`src/rtl/subpel_pkg.sv`:
```
// Shared constants, phase encodings and collector states for the sub-pel block collector.
package subpel_pkg;

    localparam int PIXEL_W   = 8;
    localparam int NUM_PIXEL = 8;
    localparam int ROW_W     = 64;
    localparam int BLK_W     = 512;

    typedef enum logic [1:0] {
        FRAC_INT  = 2'd0,
        FRAC_Q1   = 2'd1,
        FRAC_HALF = 2'd2,
        FRAC_Q3   = 2'd3
    } frac_e;

    typedef enum logic {
        ST_COLLECT = 1'b0,
        ST_FULL    = 1'b1
    } state_e;

    typedef logic [ROW_W-1:0] row_t;

endpackage

```
`src/rtl/subpel_block_collector_if.sv`:
```
// Row-stream input and block-output handshake bundle of the sub-pel block collector.
interface subpel_block_collector_if;
    import subpel_pkg::*;

    logic             in_valid;
    logic             in_ready;
    row_t             in_row_int;
    row_t             in_row_a;
    row_t             in_row_b;
    row_t             in_row_c;
    logic [1:0]       frac_sel;
    logic             out_valid;
    logic             out_ready;
    logic [BLK_W-1:0] out_block;
    logic [1:0]       out_frac;

    modport master (
        output in_valid, in_row_int, in_row_a, in_row_b, in_row_c, frac_sel, out_ready,
        input  in_ready, out_valid, out_block, out_frac
    );

    modport slave (
        input  in_valid, in_row_int, in_row_a, in_row_b, in_row_c, frac_sel, out_ready,
        output in_ready, out_valid, out_block, out_frac
    );

endinterface

```
`src/rtl/subpel_row_mux.sv`:
```
// Combinational 4:1 phase select of one pixel row; shared with the vertical pass.
module subpel_row_mux
    import subpel_pkg::*;
(
    input  logic [1:0] frac,
    input  row_t       row_int,
    input  row_t       row_a,
    input  row_t       row_b,
    input  row_t       row_c,
    output row_t       row
);

    always_comb begin
        row = row_int;
        case (frac_e'(frac))
            FRAC_INT:  row = row_int;
            FRAC_Q1:   row = row_a;
            FRAC_HALF: row = row_b;
            FRAC_Q3:   row = row_c;
            default:   row = row_int;
        endcase
    end

endmodule

```
`src/rtl/subpel_block_collector.sv`:
```
// Packs 8 phase-selected rows into a 512-bit prediction block with a valid/ready output.
// SUBPEL_COLLECT_DOUBLE_BUF_EN adds a second block bank for bubble-free streaming.
module subpel_block_collector #(
    parameter int NUM_PIXEL = 8,
    parameter int PIXEL_W   = 8,
    parameter int CNT_W     = 8
) (
    input  logic                    clock,
    input  logic                    reset,
    input  logic                    flush,
    subpel_block_collector_if.slave bus,
    output logic [CNT_W-1:0]        blk_cnt
);
    import subpel_pkg::*;

    localparam int LINE_W = NUM_PIXEL * PIXEL_W;
    localparam int RC_W   = (NUM_PIXEL > 1) ? $clog2(NUM_PIXEL) : 1;
    localparam logic [RC_W-1:0] LAST_ROW = RC_W'(NUM_PIXEL - 1);

    logic [RC_W-1:0]   row_cnt_reg;
    logic [1:0]        blk_frac_reg;
    logic [1:0]        row_frac;
    logic [LINE_W-1:0] sel_row;
    logic              wr_en;
    logic              last_beat;
    logic [CNT_W-1:0]  blk_cnt_reg;

    genvar gi;

    // The first row of a block takes its phase live; later rows reuse the latched phase.
    assign row_frac  = (row_cnt_reg == '0) ? bus.frac_sel : blk_frac_reg;
    assign wr_en     = bus.in_valid && bus.in_ready && !flush;
    assign last_beat = wr_en && (row_cnt_reg == LAST_ROW);

    subpel_row_mux u_row_mux (
        .frac    (row_frac),
        .row_int (bus.in_row_int),
        .row_a   (bus.in_row_a),
        .row_b   (bus.in_row_b),
        .row_c   (bus.in_row_c),
        .row     (sel_row)
    );

    always_ff @(posedge clock or posedge reset) begin
        if (reset) begin
            row_cnt_reg  <= '0;
            blk_frac_reg <= FRAC_INT;
        end else if (flush) begin
            row_cnt_reg <= '0;
        end else if (wr_en) begin
            row_cnt_reg <= last_beat ? '0 : row_cnt_reg + 1'b1;
            if (row_cnt_reg == '0) begin
                blk_frac_reg <= bus.frac_sel;
            end
        end
    end

    always_ff @(posedge clock or posedge reset) begin
        if (reset) begin
            blk_cnt_reg <= '0;
        end else if (last_beat) begin
            blk_cnt_reg <= blk_cnt_reg + 1'b1;
        end
    end

    assign blk_cnt = blk_cnt_reg;

`ifdef SUBPEL_COLLECT_DOUBLE_BUF_EN
    logic [1:0] full_reg;
    logic [1:0] full_next;
    logic       wr_ptr_reg;
    logic       rd_ptr_reg;
    logic [1:0] bank_frac_reg [2];
    logic       drain;

    assign bus.in_ready  = ~&full_reg;
    assign bus.out_valid = full_reg[rd_ptr_reg];
    assign bus.out_frac  = bank_frac_reg[rd_ptr_reg];
    assign drain         = bus.out_valid && bus.out_ready;

    // Drain and completion always touch different banks, so both updates may apply together.
    always_comb begin
        full_next = full_reg;
        if (drain) begin
            full_next[rd_ptr_reg] = 1'b0;
        end
        if (last_beat) begin
            full_next[wr_ptr_reg] = 1'b1;
        end
    end

    always_ff @(posedge clock or posedge reset) begin
        if (reset) begin
            full_reg         <= '0;
            wr_ptr_reg       <= 1'b0;
            rd_ptr_reg       <= 1'b0;
            bank_frac_reg[0] <= FRAC_INT;
            bank_frac_reg[1] <= FRAC_INT;
        end else begin
            full_reg <= full_next;
            if (last_beat) begin
                wr_ptr_reg                <= ~wr_ptr_reg;
                bank_frac_reg[wr_ptr_reg] <= row_frac;
            end
            if (drain) begin
                rd_ptr_reg <= ~rd_ptr_reg;
            end
        end
    end

    for (gi = 0; gi < NUM_PIXEL; gi++) begin : g_row
        logic [LINE_W-1:0] bank0_reg;
        logic [LINE_W-1:0] bank1_reg;

        always_ff @(posedge clock or posedge reset) begin
            if (reset) begin
                bank0_reg <= '0;
                bank1_reg <= '0;
            end else if (wr_en && (row_cnt_reg == RC_W'(gi))) begin
                if (wr_ptr_reg) begin
                    bank1_reg <= sel_row;
                end else begin
                    bank0_reg <= sel_row;
                end
            end
        end

        assign bus.out_block[gi*LINE_W +: LINE_W] = rd_ptr_reg ? bank1_reg : bank0_reg;
    end
`else
    state_e     state_reg;
    state_e     state_next;
    logic [1:0] out_frac_reg;

    always_comb begin
        state_next = state_reg;
        case (state_reg)
            ST_COLLECT: if (last_beat)     state_next = ST_FULL;
            ST_FULL:    if (bus.out_ready) state_next = ST_COLLECT;
            default:                       state_next = ST_COLLECT;
        endcase
    end

    always_ff @(posedge clock or posedge reset) begin
        if (reset) begin
            state_reg <= ST_COLLECT;
        end else begin
            state_reg <= state_next;
        end
    end

    assign bus.in_ready  = (state_reg == ST_COLLECT);
    assign bus.out_valid = (state_reg == ST_FULL);
    assign bus.out_frac  = out_frac_reg;

    always_ff @(posedge clock or posedge reset) begin
        if (reset) begin
            out_frac_reg <= FRAC_INT;
        end else if (last_beat) begin
            out_frac_reg <= row_frac;
        end
    end

    // The output copy is separate from the fill buffer so it survives the next block's writes.
    for (gi = 0; gi < NUM_PIXEL; gi++) begin : g_row
        logic [LINE_W-1:0] out_row_reg;

        if (gi < NUM_PIXEL - 1) begin : g_buf
            logic [LINE_W-1:0] row_buf_reg;

            always_ff @(posedge clock) begin
                if (wr_en && (row_cnt_reg == RC_W'(gi))) begin
                    row_buf_reg <= sel_row;
                end
            end

            always_ff @(posedge clock or posedge reset) begin
                if (reset) begin
                    out_row_reg <= '0;
                end else if (last_beat) begin
                    out_row_reg <= row_buf_reg;
                end
            end
        end else begin : g_last
            always_ff @(posedge clock or posedge reset) begin
                if (reset) begin
                    out_row_reg <= '0;
                end else if (last_beat) begin
                    out_row_reg <= sel_row;
                end
            end
        end

        assign bus.out_block[gi*LINE_W +: LINE_W] = out_row_reg;
    end
`endif

endmodule

```
`src/flat_wrapper.sv`:
```
// flat-port wrapper written by rule: the top's interface ports become plain ports
module subpel_block_collector_flat import subpel_pkg::*;
#(
    parameter int NUM_PIXEL = 8,
    parameter int PIXEL_W   = 8,
    parameter int CNT_W     = 8
)
  (clock, reset, flush, blk_cnt, bus_in_valid, bus_in_row_int, bus_in_row_a, bus_in_row_b, bus_in_row_c, bus_frac_sel, bus_out_ready, bus_in_ready, bus_out_valid, bus_out_block, bus_out_frac);
  subpel_block_collector_if bus_i ();
  input  logic clock;
  input  logic reset;
  input  logic flush;
  output logic [CNT_W-1:0] blk_cnt;
  input wire logic [$bits(bus_i.in_valid)-1:0] bus_in_valid;
  input wire logic [$bits(bus_i.in_row_int)-1:0] bus_in_row_int;
  input wire logic [$bits(bus_i.in_row_a)-1:0] bus_in_row_a;
  input wire logic [$bits(bus_i.in_row_b)-1:0] bus_in_row_b;
  input wire logic [$bits(bus_i.in_row_c)-1:0] bus_in_row_c;
  input wire logic [$bits(bus_i.frac_sel)-1:0] bus_frac_sel;
  input wire logic [$bits(bus_i.out_ready)-1:0] bus_out_ready;
  output wire logic [$bits(bus_i.in_ready)-1:0] bus_in_ready;
  output wire logic [$bits(bus_i.out_valid)-1:0] bus_out_valid;
  output wire logic [$bits(bus_i.out_block)-1:0] bus_out_block;
  output wire logic [$bits(bus_i.out_frac)-1:0] bus_out_frac;
  assign bus_i.in_valid = bus_in_valid;
  assign bus_i.in_row_int = bus_in_row_int;
  assign bus_i.in_row_a = bus_in_row_a;
  assign bus_i.in_row_b = bus_in_row_b;
  assign bus_i.in_row_c = bus_in_row_c;
  assign bus_i.frac_sel = bus_frac_sel;
  assign bus_i.out_ready = bus_out_ready;
  assign bus_in_ready = bus_i.in_ready;
  assign bus_out_valid = bus_i.out_valid;
  assign bus_out_block = bus_i.out_block;
  assign bus_out_frac = bus_i.out_frac;
  subpel_block_collector #(.NUM_PIXEL(NUM_PIXEL), .PIXEL_W(PIXEL_W), .CNT_W(CNT_W)) u_core (.clock(clock), .reset(reset), .flush(flush), .bus(bus_i), .blk_cnt(blk_cnt));
endmodule
```
`config.mk`:
```
export PLATFORM = sky130hd
export DESIGN_NAME = subpel_block_collector_flat
export DESIGN_NICKNAME = d
export VERILOG_FILES = /design/src/rtl/subpel_pkg.sv /design/src/rtl/subpel_block_collector_if.sv /design/src/rtl/subpel_row_mux.sv /design/src/rtl/subpel_block_collector.sv /design/src/flat_wrapper.sv
export SDC_FILE = /design/constraint.sdc
export NUM_CORES = 1
export LEC_CHECK = 0
export BUFFER_PORTS_ARGS = -buffer_cell sky130_fd_sc_hd__buf_2
export CAP_MARGIN = 5
export CORE_AREA = 2 2 381 383
export CTS_CLUSTER_DIAMETER = 30
export DETAILED_ROUTE_END_ITERATION = 16
export DIE_AREA = 0 0 383 385
export HOLD_SLACK_MARGIN = 0.12
export PLACE_DENSITY = 0.44
export SLEW_MARGIN = 0
export SYNTH_ARGS = -nofsm -noshare
export SYNTH_HDL_FRONTEND = slang
export SYNTH_SLANG_ARGS = --single-unit
```
`constraint.sdc`:
```
create_clock -name clock -period 21.4 [get_ports clock]
set_input_delay 2.14 -clock clock [delete_from_list [all_inputs] [get_ports clock]]
set_output_delay 2.14 -clock clock [all_outputs]
set_load 0.02 [all_outputs]
```
==> results of run 1 <==
==> cell type report <==
class                      instances  area, um^2
inverter                           6        32.5
antenna                            1        2.50
multi-input combinational       1723        8260
sequential                       976       26700
clock buffer                     279        6190
tap                             1903        2380
fill                           14200       93400
clock inverter                   156        1920
timing repair buffer             826        4270
==> critical path: stages <==
cell and delay (ns):
buf_2 0.12, mux2i_4 0.74, buf_4 0.48, buf_4 0.77, mux2i_1 0.23, mux2i_1 0.84
==> metal layers <==
| metal | up-vias | wire length [um] |
|---|---|---|
| li1 | 11400 | - |
| met1 | 12400 | 55900 |
| met3 | 162 | 9300 |
| met4 | 0 | 2680 |
| met2 | 869 | 60500 |
| met5 | - | 0 |
==> cell usage in the layout, fill, tap and decap left out, types with 2 or more instances in the layout <==
cell type / count
clkinv_2: 46
nand4_1: 2
buf_4: 37
inv_16: 4
ha_1: 7
mux2i_4: 2
buf_12: 3
inv_8: 2
nand2_1: 1419
clkinv_4: 15
dfrtp_1: 528
nor2_1: 7
bufinv_16: 32
clkinv_1: 7
clkbuf_1: 26
o221ai_1: 64
nor3_1: 3
clkbuf_8: 21
xor2_1: 5
clkbuf_16: 232
and3_4: 5
mux2_1: 2
xnor2_1: 2
mux2i_1: 192
inv_1: 4
buf_2: 786
clkinvlp_4: 30
clkinv_16: 3
a21oi_1: 3
inv_6: 17
edfxtp_1: 448
==> how the worst max path moves through the flow <==
stage / end / slack (ns) / cells after the start
2_1_floorplan: u_core.blk_cnt[0]$_DFFE_PP0P_ / 4.51 / 1
3_3_place_gp: u_core.g_row[0].g_buf.row_buf_reg[30]$_DFFE_PP_ / 15.65 / 6
3_5_place_dp: u_core.g_row[3].g_buf.row_buf_reg[30]$_DFFE_PP_ / 15.49 / 6
4_1_cts: u_core.g_row[5].g_buf.row_buf_reg[30]$_DFFE_PP_ / 16.38 / 6
5_1_grt: u_core.g_row[5].g_buf.row_buf_reg[30]$_DFFE_PP_ / 16.20 / 6
6_report: u_core.g_row[5].g_buf.row_buf_reg[30]$_DFFE_PP_ / 16.33 / 6
==> per-stage QoR <==
stage	hold slack, ns	instance area, um^2	total power, W	instances
after CTS	0.401	49700	0.00600	5868
after global routing	0.423	49700	0.00612	5869
after detailed placement	0.420	41600	0.00236	5433
final	0.401	49700	0.00593	5870
after global placement	0.416	41600	0.00236	5433
after floorplan	0.415	35700	0.00223	2848
==> report_power, final <==
group,internal (W),switching (W),leakage (nW)
registers,0.00204,0.00000818,11.4
logic,0.0000753,0.000200,9.54
clock network,0.00244,0.00116,3.91
==> cell families (layout without fill, tap and decap cells) <==
logic type | count (synthesis) | count (layout) | share of synthesized area
fa+ha+maj | 7 | 7 | 0.00246
other cells | 0 | 1 | 0
xor+xnor | 7 | 7 | 0.00172
simple gates | 1444 | 1444 | 0.153
buf+inv | 149 | 1267 | 0.0224
mux | 197 | 197 | 0.0557
flops | 976 | 976 | 0.748
compound gates | 68 | 68 | 0.0163
==> results.md, run 1 <==
- Number of buffers created by CTS: 227
- RSZ-0062 raised after global routing: false
- Initial antenna violation count: 6
- Final hold viol count: 0
- Crit start category: input pin
- Total Routing Usage GR: 0.171
- Hold-critical path endpoint: u_core.g_row[4].out_row_reg[63]$_DFFE_PP0P_
- Die area: 147000 um^2
- Peak VDD IR: 0.0748 mV
- Mapped cell area: 35700 um^2
- First-pass GRT wire length: between 150 and 200 mm
- Power density over cell area: 119 nW/um^2
- Number of enable flip-flop cells after synthesis: 448
- Hold_buf cts: 0
- Slew Limit Headroom: 0.205
- CP Capture Type: flop
- Area share of the largest cell type after synthesis: 0.377
- CP required: 21.87 ns
- Worst skew pair latency: 0.82 ns
- Final core utilization: 0.347
- Worst r2r dst: u_core.g_row[5].g_buf.row_buf_reg[30]$_DFFE_PP_
- Crit path from: bus_frac_sel[1]
- Post-DP HPWL: 83.6 mm
- Initial Utilization: 0.249
- Sink Count: 976
- Met2 usage: 0.273
- Met1 usage: 0.219
- Ys flop type: dfrtp_1
- Iter 0 DRT Violations: 1458
- Global-route met3 utilization: 0.0570
- Share of layout cells above drive strength 1: 0.313
- Crit share post-route: 0.237
- Avg Cell Area, Syn: 12.5 um^2
- Clock Skew: 0.0390 ns
- Hold depth: 2
- Post-CTS repair timing setup buffer count: 0
- Min Tclk post-route: 5.07 ns
- Total grt overflow: 0
- Via Count: between 20000 and 25000
- Post-synth top cells: 1420 x nand2_1, 528 x dfrtp_1, 448 x edfxtp_1, 194 x mux2i_1, 69 x buf_2
- Hold Path Origin: u_core.g_row[4].g_buf.row_buf_reg[63]$_DFFE_PP_
- R2r setup slk: 16.69 ns
- CTS max path bufs: 3
- DIE HEIGHT: around 390 um
- Worst slew pin tran: 1.16 ns
- Worst r2r src: u_core.row_cnt_reg[0]$_DFFE_PP0P_
- Placer Congestion: approximately 0.80
- Top cells by area, synth: edfxtp_1 38%, dfrtp_1 37%, nand2_1 15%
- Hold/Removal Path Class: reg2reg
- First drt pass iteration count: 5
- Number of global-route vias before repair: between 20000 and 30000
- Drt total wl: 128 mm
- Crit path max fanout: 52
- Async set-or-reset flop fraction in the synthesized netlist: 0.541
- Worst Reg2Reg Path Length in Cells: 8
- Core ar.: 143000 um^2
- Final setup margin: 16.33 ns
- Row cnt: 139
- GRT Max-Usage Layer: met2
- WL/cell: 21.9 um
- Post-synthesis cell type count: 30
- Post-CTS Resized: 0
- Largest register FFs: a little over 500
- Num ports: 787
- Root Driver: clkbuf_16
- Slew Limit Fails: 0
- Max Cap Viol: 0
- Area growth syn-to-layout: 39.5%
- Endpoints failing setup: 0
- Yosys reg bits: 976
- Ys Warns: 0
- Post-synthesis sequential area ratio: 0.748
- DRC viols: 0
- Leak: 24.9 nW
- Critical path start-end classification: in2reg
- Count leader, synth: nand2_1
- Post-synthesis cell count: 2848
- Status: complete, no violations
- Die Width: 383 um
- Setup TNS: 0 ns
- PortBufs: 786
- WP data arrival: between 5 and 6 ns
- Antenna Nets Post-Route: 0
- CTS tree: yes
- Syn_nets: around 3100
- Area leader, netlist: edfxtp_1
- H-tree Lvls: 4
- Clk pin slew, worst setup/hold paths: about 0.050 ns
- Largest net degree at the start of global routing: 184
- Vias per inst: 4.24
- Dpl ws: 15.49 ns
- Fmax: 197 MHz
- Final nets: around 4000
No activity file was read; power rests on OpenSTA's default activity.
==> inputs of run 2 (changes only) <==
- ABC_AREA: unset -> 1
- CORE_AREA: 2 2 381 383 -> 2 2 383 385
- DIE_AREA: 0 0 383 385 -> 0 0 385 387
- PLACE_DENSITY: 0.44 -> 0.45
- clock period: 21.4 -> 4.1 ns (I/O delays scaled with it)
==> results.md, run 2 <==
- Via Count: 27600 (+11%)
- Status: complete, no violations
- CTS max path bufs: 3 (unchanged)
- Total grt overflow: 0 (unchanged)
- RSZ-0062 raised after global routing: false
- Worst path max stage delay: 0.62 ns (-0.22 ns)
- CTS tree: yes
- Final nets: 4546 (+13%)
- Psw: 0.00769 W (+460%)
- Area leader, netlist: edfxtp_1
- Vias per inst: 4.31 (+1.7%)
- Drt total wl: 140 mm (+8.8%)
- Endpoints failing setup: 0 (unchanged)
- Num ports: 787 (unchanged)
- Ys Warns: 0 (unchanged)
- CP dominant cell by count: nand3_1
- Placer Congestion: 0.866 (+7.7%)
- Ys flop type: dfrtp_1
- Worst Reg2Reg Path Length in Cells: 11 (+3)
- DIE HEIGHT: 387 um (+0.52%)
- First drt pass iteration count: 5 (unchanged)
- Power density over cell area: 630 nW/um^2 (+430%)
- DRC viols: 0 (unchanged)
- Initial Utilization: 0.249 (about the same)
- Final hold viol count: 0 (unchanged)
- Peak VDD IR: 0.361 mV (+380%)
- Largest register FFs: 512 (unchanged)
- Fillers: 14600 (+2.3%)
- CP required: 4.83 ns (-17.04 ns)
- Commonest non-fill, non-tap cell in the layout: nand2_1
- Avg Cell Area, Syn: 11.2 um^2 (-11%)
- Core ar.: 145000 um^2 (+1.2%)
- Max Cap Viol: 0 (unchanged)
- Post-DP HPWL: 96.0 mm (+15%)
- Clock Skew: 0.0745 ns (+0.0356 ns)
- Top cells by area, synth: edfxtp_1 37%, dfrtp_1 37%, nand2_1 17%
- Die area: 149000 um^2 (+1.0%)
- Antenna Nets Post-Route: 0 (unchanged)
- Post-CTS Resized: 0 (unchanged)
- Crit path max fanout: 40 (-23%)
- Multi-input combinational cell area: 8300 um^2 (+0.47%)
- Number of enable flip-flop cells after synthesis: 448 (unchanged)
- PortBufs: 786 (unchanged)
- Slew Limit Fails: 0 (unchanged)
- Overall Power: 0.0330 W (+460%)
- Hold depth: 5 (+3)
- First-pass GRT wire length: 199 mm (+8.9%)
- Iter 0 DRT Violations: 1898 (+30%)
- H-tree Lvls: 4 (unchanged)
- Crit share post-route: 0.912
- Leak: 26.0 nW (+4.6%)
- Post-synthesis cell count: 3231 (+13%)
- Post-CTS repair timing setup buffer count: 0 (unchanged)
- Critical path start-end classification: reg2reg
- Min Tclk post-route: 3.74 ns
- Async set-or-reset flop fraction in the synthesized netlist: 0.541 (unchanged)
- Clk pin slew, worst setup/hold paths: 0.05 ns (about the same)
- Die Width: 385 um (+0.52%)
- Net Sw Frac: 0.233 (+0.00239)
- Cell class contributing the biggest share of worst-path delay: buffers and inverters
- Yosys reg bits: 976 (unchanged)
- Count leader, synth: nand2_1
- Largest net degree at the start of global routing: 138 (-25%)
- Crit start category: flop
- Hold_buf cts: 124 (+124)
- Internal power: 0.0253 W (+450%)
- Worst slew pin tran: 0.931 ns (-0.229 ns)
- WL/cell: 21.8 um (-0.31%)
- Post-synthesis cell type count: 30 (unchanged)
- Fmax: 267 MHz
- Sink Count: 976 (unchanged)
- Clock power frac: 0.611 (+0.003)
- WP buf/inv: 4 (+1)
- Gate power share: 0.061 (+0.015)
- Row cnt: 140 (+0.72%)
- Total Routing Usage GR: 0.184 (+0.0136)
- Crit-path cells: inv_1 -> ha_1 -> nand3_1 -> nand2_4 -> buf_4 -> nand3_1 -> nand3_1 -> dlygate4sd3_1 -> nand3_1 -> dlygate4sd3_1 -> nand2_1
- CP Capture Type: flop
- Final core utilization: 0.361 (+0.0140)
- WP data arrival: 4.47 ns (-1.07 ns)
- Reg area: 26700 um^2 (unchanged)
- Syn_nets: 3501 (+12%)
- Area share of the largest cell type after synthesis: 0.373 (-0.00459)
- Post-Layout Cell Count: 6407 (+9.1%)
- Mapped cell area: 36100 um^2 (+1.2%)
- Critical path's slowest cell: dlygate4sd3_1
- Critical path depth: 11 (+5)
- Sequential power share: 0.329 (-0.017)
- Initial antenna violation count: 21 (+15)
- Root Driver: clkbuf_16
- Worst skew pair latency: 0.85 ns (+0.03 ns)
- Most frequent cells in the layout: 1587 x nand2_1, 786 x buf_2, 528 x dfrtp_1
- Share of layout cells above drive strength 1: 0.282 (-0.0316)
- Area growth syn-to-layout: 45.1%
- Hold/Removal Path Class: in2reg
- Cells after DPL: 5837 (+7.4%)
- Number of global-route vias before repair: 27900 (+7.4%)
- Post-synth top cells: 1587 x nand2_1, 528 x dfrtp_1, 448 x edfxtp_1, 252 x nand3_1, 89 x inv_1
- Number of buffers created by CTS: 230 (+1.3%)
- Slew Limit Headroom: 0.380 (+0.175)
- Post-synthesis sequential area ratio: 0.739 (-0.00910)
run 2: cell count changes in the layout (fill, tap and decap cells not counted), sizes merged, moves of 4 or more:
| cell | before | now |
|---|---|---|
| clkinv | 72 | 89 |
| diode | 1 | 5 |
| buf | 826 | 851 |
| o221ai | 64 | 0 |
| and2 | 1 | 64 |
| inv | 28 | 95 |
| dlygate4sd3 | 0 | 124 |
| and3 | 5 | 0 |
| nand2 | 1420 | 1593 |
| nand3 | 0 | 253 |
| bufinv | 32 | 53 |
| mux2i | 195 | 0 |
| o21ai | 1 | 61 |
| clkinvlp | 30 | 20 |
run 2: cell families (layout without fill, tap and decap cells):
kind of cell	Yosys count	after routing	share of synthesized area
compound gates	63	63	0.00884
other cells	0	5	0
buf+inv	254	1508	0.0340
xor+xnor	4	4	0.000971
flops	976	976	0.739
fa+ha+maj	7	7	0.00243
simple gates	1927	1927	0.215
run 2: power groups by stage:
stage | clock [W] | combinational [W] | sequential, W
after floorplan | 0 | 0.000962 | 0.0110
after global placement | 0 | 0.00192 | 0.0110
after detailed placement | 0 | 0.00195 | 0.0110
after CTS | 0.0204 | 0.00204 | 0.0108
after global routing | 0.0210 | 0.00218 | 0.0108
final | 0.0201 | 0.00200 | 0.0108
run 2: worst reg2reg max path: stages (launching register included):
cell and delay, ns:
dfrtp_1 0.39, inv_1 0.12, ha_1 0.32, nand3_1 0.17, nand2_4 0.54, buf_4 0.52, nand3_1 0.18, nand3_1 0.11
dlygate4sd3_1 0.55, nand3_1 0.07, dlygate4sd3_1 0.62, nand2_1 0.07
run 2: metal layers:
metal  up-vias  part of all wire  track usage
met2      1025              0.47        0.295
met4        26             0.028       0.0628
met1     13700              0.43        0.240
li1      12600                 -            -
met3       219             0.070       0.0493
met5         -            0.0012            0
run 2: final timing paths:
path	from	to	slack, ns
hold / removal	bus_in_row_c[29]	u_core.g_row[7].out_row_reg[29]$_DFFE_PP0P_	0.14
setup reg to reg	u_core.row_cnt_reg[0]$_DFFE_PP0P_	u_core.g_row[7].out_row_reg[39]$_DFFE_PP0P_	0.36
setup / recovery	u_core.row_cnt_reg[0]$_DFFE_PP0P_	u_core.g_row[7].out_row_reg[39]$_DFFE_PP0P_	0.36
hold reg to reg	u_core.g_row[1].g_buf.row_buf_reg[5]$_DFFE_PP_	u_core.g_row[1].out_row_reg[5]$_DFFE_PP0P_	0.38
min in group asynchronous	reset	u_core.g_row[1].out_row_reg[12]$_DFFE_PP0P_	0.28
max in group asynchronous	reset	u_core.g_row[5].out_row_reg[48]$_DFFE_PP0P_	2.64
run 2: area by class of cell:
class,count,area share
multi-input cells,2001,0.159
clock inverters,165,0.0496
inverters,92,0.00681
repair buffers,975,0.112
clock buffers,276,0.118
diodes,5,0.000239
well taps,1917,0.0458
flip-flops and latches,976,0.509
run 2: stage by stage:
stage          instance area, um^2  hold WS [ns]  worst slack (ns)  setup TNS, ns
5_1_grt                      52300         0.187             0.136              0
6_report                     52400         0.140             0.359              0
3_5_place_dp                 42400         0.432             0.870              0
2_1_floorplan                36100         0.426             -3.49       -1840.67
4_1_cts                      52300         0.125             0.346              0
3_3_place_gp                 42400         0.428             0.932              0
